## src/rtl/issue_pkg.sv

```systemverilog
// Shared types and helpers for the out-of-order issue queue.
package issue_pkg;

  localparam int IQ_DEPTH = 8;
  localparam int IQ_TAG_W = 6;
  localparam int IQ_OP_W  = 5;

  typedef struct packed {
    logic                valid;
    logic [IQ_OP_W-1:0]  opcode;
    logic [IQ_TAG_W-1:0] src1_tag;
    logic                src1_rdy;
    logic [IQ_TAG_W-1:0] src2_tag;
    logic                src2_rdy;
    logic [IQ_TAG_W-1:0] dest_tag;
  } iq_entry_t;

  // Index of the lowest clear bit among the first n bits; returns n when all are set.
  function automatic int lowest_free(input logic [31:0] busy, input int n);
    int idx;
    idx = n;
    for (int i = 31; i >= 0; i--) begin
      if ((i < n) && !busy[i]) begin
        idx = i;
      end
    end
    return idx;
  endfunction

endpackage

```

## src/rtl/issue_age_select.sv

```systemverilog
// Oldest-ready-first arbiter driven by an age matrix (older[j][i]: j is older than i).
module issue_age_select #(
  parameter int DEPTH = 8
) (
  input  logic [DEPTH-1:0] candidate,
  input  logic [DEPTH-1:0] older [DEPTH],
  output logic [DEPTH-1:0] grant,
  output logic             any_grant
);

  logic [DEPTH-1:0] blocked_s;

  // A candidate wins when no other candidate is older than it.
  always_comb begin
    blocked_s = '0;
    grant     = '0;
    for (int i = 0; i < DEPTH; i++) begin
      for (int j = 0; j < DEPTH; j++) begin
        blocked_s[i] = blocked_s[i] | (candidate[j] & older[j][i]);
      end
      grant[i] = candidate[i] & ~blocked_s[i];
    end
    any_grant = |grant;
  end

endmodule

```

## src/rtl/issue_queue.sv

```systemverilog
// Out-of-order issue queue: CDB wakeup, dispatch bypass, age-ordered select and a
// registered valid/ready issue port.
module issue_queue
  import issue_pkg::*;
#(
  parameter  int DEPTH = IQ_DEPTH,
  parameter  int TAG_W = IQ_TAG_W,
  parameter  int OP_W  = IQ_OP_W,
  localparam int CNT_W = $clog2(DEPTH + 1)
) (
  input  logic             clk,
  input  logic             reset,
  input  logic             flush,
  input  logic             disp_valid,
  output logic             disp_ready,
  input  logic [OP_W-1:0]  disp_opcode,
  input  logic [TAG_W-1:0] disp_src1_tag,
  input  logic [TAG_W-1:0] disp_src2_tag,
  input  logic             disp_src1_ready,
  input  logic             disp_src2_ready,
  input  logic [TAG_W-1:0] disp_dest_tag,
  input  logic             cdb_valid,
  input  logic [TAG_W-1:0] cdb_tag,
  output logic             issue_valid,
  input  logic             issue_ready,
  output logic [OP_W-1:0]  issue_opcode,
  output logic [TAG_W-1:0] issue_src1_tag,
  output logic [TAG_W-1:0] issue_src2_tag,
  output logic [TAG_W-1:0] issue_dest_tag,
  output logic [CNT_W-1:0] occupancy
);

  iq_entry_t        entries_r [DEPTH];
  logic [DEPTH-1:0] older_r   [DEPTH];
  logic [DEPTH-1:0] valid_s, wake1_s, wake2_s, cand_s, grant_s;
  logic             any_grant_s, load_en_s, issue_take_s, disp_acc_s;
  int               free_idx_s;
  iq_entry_t        new_s;
  logic [OP_W-1:0]  sel_op_s;
  logic [TAG_W-1:0] sel_src1_s, sel_src2_s, sel_dest_s;

  assign disp_ready   = reset && !flush && (occupancy < CNT_W'(DEPTH));
  assign disp_acc_s   = disp_valid && disp_ready;
  assign load_en_s    = !issue_valid || issue_ready;
  assign issue_take_s = load_en_s && any_grant_s;
  assign free_idx_s   = lowest_free(32'(valid_s), DEPTH);

  // Per-entry CDB tag match and effective readiness for select.
  always_comb begin
    valid_s = '0;
    wake1_s = '0;
    wake2_s = '0;
    cand_s  = '0;
    for (int i = 0; i < DEPTH; i++) begin
      valid_s[i] = entries_r[i].valid;
      wake1_s[i] = cdb_valid && (cdb_tag == entries_r[i].src1_tag);
      wake2_s[i] = cdb_valid && (cdb_tag == entries_r[i].src2_tag);
      cand_s[i]  = entries_r[i].valid
                 && (entries_r[i].src1_rdy || wake1_s[i])
                 && (entries_r[i].src2_rdy || wake2_s[i]);
    end
  end

  // Incoming micro-op, with sources bypassed from a same-cycle broadcast.
  always_comb begin
    new_s          = '0;
    new_s.valid    = 1'b1;
    new_s.opcode   = disp_opcode;
    new_s.src1_tag = disp_src1_tag;
    new_s.src2_tag = disp_src2_tag;
    new_s.dest_tag = disp_dest_tag;
    new_s.src1_rdy = disp_src1_ready || (cdb_valid && (cdb_tag == disp_src1_tag));
    new_s.src2_rdy = disp_src2_ready || (cdb_valid && (cdb_tag == disp_src2_tag));
  end

  issue_age_select #(.DEPTH(DEPTH)) u_select (
    .candidate (cand_s),
    .older     (older_r),
    .grant     (grant_s),
    .any_grant (any_grant_s)
  );

  // AND-OR mux of the granted entry; the grant is one-hot.
  always_comb begin
    sel_op_s   = '0;
    sel_src1_s = '0;
    sel_src2_s = '0;
    sel_dest_s = '0;
    for (int i = 0; i < DEPTH; i++) begin
      sel_op_s   = sel_op_s   | ({OP_W{grant_s[i]}}  & entries_r[i].opcode);
      sel_src1_s = sel_src1_s | ({TAG_W{grant_s[i]}} & entries_r[i].src1_tag);
      sel_src2_s = sel_src2_s | ({TAG_W{grant_s[i]}} & entries_r[i].src2_tag);
      sel_dest_s = sel_dest_s | ({TAG_W{grant_s[i]}} & entries_r[i].dest_tag);
    end
  end

  // Entry array, age matrix, output register and occupancy; later writes win.
  always_ff @(posedge clk) begin
    if (!reset || flush) begin
      for (int i = 0; i < DEPTH; i++) begin
        entries_r[i].valid <= 1'b0;
        older_r[i]         <= '0;
      end
      occupancy      <= '0;
      issue_valid    <= 1'b0;
      issue_opcode   <= '0;
      issue_src1_tag <= '0;
      issue_src2_tag <= '0;
      issue_dest_tag <= '0;
    end else begin
      for (int i = 0; i < DEPTH; i++) begin
        if (wake1_s[i]) entries_r[i].src1_rdy <= 1'b1;
        if (wake2_s[i]) entries_r[i].src2_rdy <= 1'b1;
      end
      if (disp_acc_s) begin
        for (int k = 0; k < DEPTH; k++) begin
          if (k == free_idx_s) begin
            entries_r[k] <= new_s;
            older_r[k]   <= '0;
            for (int j = 0; j < DEPTH; j++) begin
              older_r[j][k] <= valid_s[j];
            end
          end
        end
      end
      // The issued slot is always distinct from the dispatch slot, which was free.
      if (issue_take_s) begin
        for (int i = 0; i < DEPTH; i++) begin
          if (grant_s[i]) begin
            entries_r[i].valid <= 1'b0;
            older_r[i]         <= '0;
            for (int j = 0; j < DEPTH; j++) begin
              older_r[j][i] <= 1'b0;
            end
          end
        end
      end
      if (load_en_s) begin
        if (any_grant_s) begin
          issue_valid    <= 1'b1;
          issue_opcode   <= sel_op_s;
          issue_src1_tag <= sel_src1_s;
          issue_src2_tag <= sel_src2_s;
          issue_dest_tag <= sel_dest_s;
        end else begin
          issue_valid    <= 1'b0;
          issue_opcode   <= '0;
          issue_src1_tag <= '0;
          issue_src2_tag <= '0;
          issue_dest_tag <= '0;
        end
      end
      occupancy <= occupancy + CNT_W'(disp_acc_s) - CNT_W'(issue_take_s);
    end
  end

endmodule

```

## config.mk

```make
export PLATFORM = sky130hd
export DESIGN_NAME = issue_queue
export DESIGN_NICKNAME = d
export VERILOG_FILES = /design/src/rtl/issue_pkg.sv /design/src/rtl/issue_age_select.sv /design/src/rtl/issue_queue.sv
export SDC_FILE = /design/constraint.sdc
export NUM_CORES = 1
export LEC_CHECK = 0
export CORE_UTILIZATION = 55
export CTS_BUF_LIST = sky130_fd_sc_hd__clkbuf_4 sky130_fd_sc_hd__clkbuf_8
export DETAILED_ROUTE_END_ITERATION = 6
export PLACE_DENSITY_LB_ADDON = 0.15
export SETUP_SLACK_MARGIN = 0.15
export SYNTH_ARGS = -nofsm -noshare
export SYNTH_HDL_FRONTEND = slang
export SYNTH_SLANG_ARGS = --single-unit
```

## constraint.sdc

```tcl
create_clock -name clk -period 5.75 [get_ports clk]
set_clock_uncertainty 0.2 [all_clocks]
set_input_delay 1.4375 -clock clk [delete_from_list [all_inputs] [get_ports clk]]
set_output_delay 1.4375 -clock clk [all_outputs]
set_load 0.1 [all_outputs]
```

# --- Word level (Yosys, flattened, before mapping) ---
# Memory sizes are Yosys's and may differ from the RTL's.
# Index checks and enable logic that the tools add are counted.
totals:
  ff_bits: 92
  ramBits: 208
  in_bits: 37
  out_inout_bits: 29
  wordCells: 623
  mem_count: 1
classes:
  n_addsub: 2
  order_cmp: 1
  n_eq_ne: 25
  muxes: 289
  bitwise_logic: 228
  reduce_logical: 63
mem_list:
  columns: ["memory", "words", "width", "read_ports", "rd_clocked_by_memory_dff", "wr", "line_no", "text"]
  rows:
  - ["entries_r", 8, 26, 8, 0, 8, "issue_queue.sv:33", "iq_entry_t entries_r [DEPTH];"]
op_table:
  columns: ["op", "count"]
  rows:
  - ["1-bit 2-to-1 mux", 259]
  - ["6-bit AND", 24]
  - ["64-bit 2-to-1 mux", 2]
  - ["8-bit 2-to-1 mux", 16]
  - ["6-bit bitwise OR", 21]
  - ["6-bit == test", 18]
  - ["1-bit bitwise OR", 88]
  - ["1-bit AND", 72]
  - ["5-bit AND", 8]
  - ["1-bit logical AND", 38]
  - ["5-bit bitwise OR", 7]
  - ["32-bit logical NOT", 1]
  - ["4-bit 2-to-1 mux", 8]
  - ["1-bit logical OR", 20]
  - ["6-bit 2-to-1 mux", 3]
  - ["3-bit by 4-bit == test with 1-bit output, first input constant", 4]
  - ["2-bit by 4-bit == test with 1-bit output, first input constant", 2]
  - ["1-bit NOT", 8]
  - ["8-bit OR reduction", 1]
  - ["5-bit 2-to-1 mux", 1]
  - ["4-bit by 1-bit adder with 4-bit output", 1]
  - ["1-bit by 4-bit == test with 1-bit output, first input constant", 1]
  - ["4-bit < comparator, second input constant", 1]
  - ["4-bit by 1-bit subtractor with 4-bit output", 1]
  - ["1-bit logical NOT", 3]

# --- Longest topological paths before layout ---
# An unclocked memory read counts as a cell.
logic_depth:
  depth_word: 25
  depth_mapped: 19
  depth_no_buf: 16

# --- Hierarchy ---
# A second synthesis with hierarchy kept.
hier_totals:
  cells_unflattened: 1129
  area_unflattened_um2: 13108.8
by_module_without_submodules:
  columns: ["module", "n_inst", "cells_each", "area_per_inst_um2", "seq_area_each_um2"]
  rows:
  - ["issue_queue", 1, 1062, 12653.4, 7957.6]
  - ["issue_age_select", 1, 67, 455.4, 0.0]

# --- Worst setup path before layout ---
# No wires, ideal clock.
synth_path:
  kind: "input to register"
  start: "input port cdb_tag[1]"
  end: "register occupancy[2]"
  setup_ns: 0.128
  arrival_ns: 4.808
  t_required_ns: 5.422
  path_slack_ns: 0.614
  path_stages: 17
  n_path_buf: 2
  cell_sequence: "buf_6 xor2_1 nor4_2 a21oi_1 or3b_1 buf_2 o2111ai_4 nor2_4 or4_4 nor2_1 nor2_1 ha_1 inv_1 ha_1 fa_1 xnor2_1 nor2_1"
synth_via:
  elab_chain_cells: 18
  elab_cells_between_ends: 203
  cone_classes: "add/sub (1); eq/ne (16); bitwise (136); reduce/logical (50)"
synth_rtl:
  columns: ["element", "line_no", "text"]
  rows:
  - ["from (decl)", "issue_queue.sv:23", "input logic [TAG_W-1:0] cdb_tag,"]
  - ["6-bit == test", "issue_queue.sv:56", "wake1_s[i] = cdb_valid && (cdb_tag == entries_r[i].src1_tag);"]
  - ["1-bit logical AND", "issue_queue.sv:56", null]
  - ["1-bit logical OR", "issue_queue.sv:59", "&& (entries_r[i].src1_rdy || wake1_s[i])"]
  - ["1-bit logical AND", "issue_queue.sv:59", null]
  - ["1-bit logical AND", "issue_queue.sv:60", "&& (entries_r[i].src2_rdy || wake2_s[i]);"]
  - ["1-bit AND", "issue_age_select.sv:19", "blocked_s[i] = blocked_s[i] | (candidate[j] & older[j][i]);"]
  - ["1-bit bitwise OR (7 in series)", "issue_age_select.sv:19", null]
  - ["1-bit NOT", "issue_age_select.sv:21", "grant[i] = candidate[i] & ~blocked_s[i];"]
  - ["1-bit AND", "issue_age_select.sv:21", null]
  - ["8-bit OR reduction *", "issue_age_select.sv:23", "any_grant = |grant;"]
  - ["1-bit logical AND *", "issue_queue.sv:45", "assign issue_take_s = load_en_s && any_grant_s;"]
  - ["4-bit by 1-bit subtractor with 4-bit output *", "issue_queue.sv:153", "occupancy <= occupancy + CNT_W'(disp_acc_s) - CNT_W'(issue_take_s);"]
  - ["to (signal assigned)", "issue_queue.sv:153", null]
  - ["to (decl)", "issue_queue.sv:30", "output logic [CNT_W-1:0] occupancy"]
# Every way passes the cells marked *; elsewhere a longest branch is shown, timed or not.
# A chain may end at the register's enable or synchronous reset.

# --- Worst setup path in the final report ---
# Ends and elaborated chain as after synthesis.

==> flow_summary.toml <==
[outcome]
outcome = "finished, final reports clean"

[die]
start_util_pct = 56.7
die_w_microns = 164
floorplan.rows = 58
design.core.area_sq_um = 25400
pin_count = 66
fp.dieArea_sq_um = 26800
die_h_microns = 164

[clocking]
clk_latency_ps = 590
cts_buffer_depth = 3
cts_tree = "yes"
holdBufCountCts = 0
cts_resized = 0
clk_pin_slew_ps = 60
post_cts_buffers = 0
clockRootBuffer = "clkbuf_8"
cts_sinks = 300
cts_buffers = 51
htreeDepth = 2

[route]
drt_first_iter_violations = 1362
drc = 0
routedWlPerCell_microns = 25.4
num_vias = 11900
routed_wirelength_microns = 48200
drtPass1Iterations = 6
viasPerCell = 6.28
ant_nets = 0

[placement]
dpl_cell_area_sq_um = 16000
gp_congestion = 0.990
dp.cells = 1799
dp_hpwl_microns = 31700
port_buffers = 65

[critical_path]
cp_max_fo = 7
critPathRequiredTime_ps = 6010
crit_top_cell = "nor2_1"
cpLargestDelayFamily = "simple AND/OR/NAND/NOR gates"
path_buf_inv = 4
crit_chain = "clkdlybuf4s50_1 > buf_4 > xor2_1 > nor3_1 > buf_4 > a41o_1 > and3_1 > a22o_1 > nor3_2 > or4_1 > nor2_1 > nor2_1 > ha_1 > inv_1 > ha_1 > fa_1 > xnor2_1 > nor2_1"
r2r_cells = 16
reg2reg_from = "entries_r[0][60]"
crit_arrival_ps = 5680
startpoint_type = "input port"
cp_slowest_cell = "or4_1"
rr_endpoint = "occupancy[2]"
regToRegSetupSlack_ps = 1390
cpPeakStageDelay_ps = 580
path_class = "in2reg"
cp-end-kind = "flop"

[layout]
final_cells = 1893
drive_gt1_share_pct = 13.2
diodes = 0
nFillCells = 2043
final_cell_area_sq_um = 17000
area_growth_pct = 17.9
postLayoutCoreUtil_pct = 66.9
final_nets = 1564

[grt]
grt_pass1_vias = 11400
grt_start_max_net_pins = 60
grtUsageTotal_pct = 36.4
grt_pass1_wl_microns = 70500
gr-total-overflow = 0
antenna_found_initial = 0

[power]
p_per_area_nw_per_um2 = 268
p_leak_uw = 0.00638
finalPower_uw = 4550
clkPwrFrac_pct = 41.8
pwr-share-comb_pct = 7.4
switchingPower_uw = 1110
p_seq_share_pct = 50.8
power_switching_share_pct = 24.4
ir_worst_vdd_mv = 0.196
internal_power_uw = 3440

[sta]
fin_crit_ps = 5420
maxSlewViolCount = 0
tightest_slew_ps = 1230
timing.fmax_mhz = 185
max-slew-margin-rel_pct = 17.6
setup_tns_ps = 0
setup_violations = 0
finalHoldViolCount = 0
rsz0062_at_grt = "no"
post-route-period-util_pct = 94.3

[logic_synthesis]
yosysUniqueCellTypes = 66
synth_warnings = 0
avgSynthCellArea_sq_um = 10.4
seq_area_frac_synth_pct = 55.2
syn-instance-count = 1381
ys_async_sr_fraction_pct = 0
syn_nets = 1423
synth-edff-count = 195
syn_area_sq_um = 14400
synthFlopType = "edfxtp_1"
ys_seq_elements = 300

[worst_hold_path]
hp-start = "issue_dest_tag[1]"
hold_end = "issue_dest_tag[1]"
whs_path_depth = 1
min_path_type = "reg2reg"

[flow_run]
drv_cap = 0
-- layer usage --
layer	track usage, %	wire [microns]
met1	48.8	19200
met2	56.3	21500
met3	7.27	5040
met4	18.3	2410
met5	0	0
-- registers in the layout, indices dropped and copies added (netlist names) --
signal / count
issue_opcode: 5
issue_src2_tag: 6
issue_valid: 1
entries_r: 208
older_r: 64
issue_src1_tag: 6
issue_dest_tag: 6
occupancy: 4
-- how the worst max path moves through the flow --
stage,from,to,slack (ps),cells past startpoint
2_1_floorplan,cdb_tag[1],occupancy[2],610,17
3_3_place_gp,cdb_tag[1],occupancy[2],-100,18
3_5_place_dp,cdb_tag[1],occupancy[2],-180,18
4_1_cts,cdb_tag[1],occupancy[2],390,18
5_1_grt,cdb_tag[1],occupancy[2],190,17
6_report,cdb_tag[1],occupancy[2],330,18
-- cell families (layout without fill, tap and decap cells) --
family / count (synthesis) / count (layout) / synth area share [%]
AND/OR/NAND/NOR: 538 / 538 / 19.7
flip-flops: 300 / 300 / 55.2
AO/OA/AOI/OAI: 256 / 256 / 12.8
buffers and inverters: 171 / 353 / 5.00
XOR/XNOR: 111 / 111 / 6.75
adder cells (fa/ha/maj): 5 / 5 / 0.486
-- power by group through the flow --
stage                     Sequential, uW  Clock [uW]  Combinational [uW]
after floorplan                     2370           0                 168
after global placement              2360           0                 322
after detailed placement            2360           0                 327
after CTS                           2310        1910                 328
after global routing                2310        2020                 352
final                               2310        1900                 334
-- cell usage in the layout (no fill, tap or decap), types with 4 or more instances in the layout --
cell type	Yosys	final
a2111oi_0	23	23
a21boi_0	8	8
a21oi_1	52	52
a22o_1	26	26
a22oi_1	67	67
and2_1	123	123
and3_1	35	35
buf_12	0	7
buf_4	8	93
clkbuf_4	0	18
clkbuf_8	0	53
clkdlybuf4s50_1	0	64
clkinv_1	3	16
clkinv_2	0	7
dfxtp_1	105	105
edfxtp_1	195	195
ha_1	4	4
inv_1	92	91
nand2_1	72	72
nand3_1	71	71
nand4_1	16	16
nand4b_1	5	5
nor2_1	80	76
nor2_4	1	4
nor3_1	94	92
nor4_1	19	19
o21a_1	5	5
o21ai_0	33	33
o31ai_2	4	4
xnor2_1	68	68
xor2_1	43	43
-- cells in the mapped netlist (4+ instances only) --
master	instances	area (sq um)
buf_6	6	67.6
nand2_1	72	270
o21ai_0	33	165
edfxtp_1	195	5860
o21a_1	5	37.5
a21boi_0	8	60.1
dfxtp_1	105	2100
and3_1	35	219
buf_4	8	60.1
inv_1	92	345
nor4_1	19	119
a21oi_1	52	260
nor2_1	80	300
a22oi_1	67	503
nand4b_1	5	43.8
ha_1	4	50.1
a2111oi_0	23	201
xor2_1	43	377
and2_1	123	769
nand4_1	16	100
a22o_1	26	228
nand3_1	71	355
nor3_1	94	470
o31ai_2	4	50.1
clkbuf_1	57	214
xnor2_1	68	596
-- worst register-to-register path: cells and delay by family (launching register included) --
family / cells / cell delay [ps]
adders and majority gates: 3 / 930
AOI/OAI and AO/OA: 1 / 150
DFF: 1 / 500
and+or+nand+nor: 8 / 1890
xor gates and xnor gates: 2 / 390
buffers and inverters: 2 / 200
-- metrics by stage --
stage	worst slack, ps	hold WS, ps
after CTS	392	260
after global routing	192	288
after detailed placement	-184	237
after global placement	-99.1	232
after floorplan	614	209
final	330	276
-- cell type report --
| type | count | area, sq um | share of cell area [%] |
|---|---|---|---|
| sequential | 300 | 7960 | 46.9 |
| multi-input combinational | 910 | 5780 | 34.0 |
| timing repair buffer | 164 | 1480 | 8.71 |
| clock buffer | 71 | 865 | 5.09 |
| tap | 330 | 413 | 2.43 |
| inverter | 95 | 357 | 2.10 |
| clock inverter | 23 | 133 | 0.781 |
No activity file was read; power rests on OpenSTA's default activity.
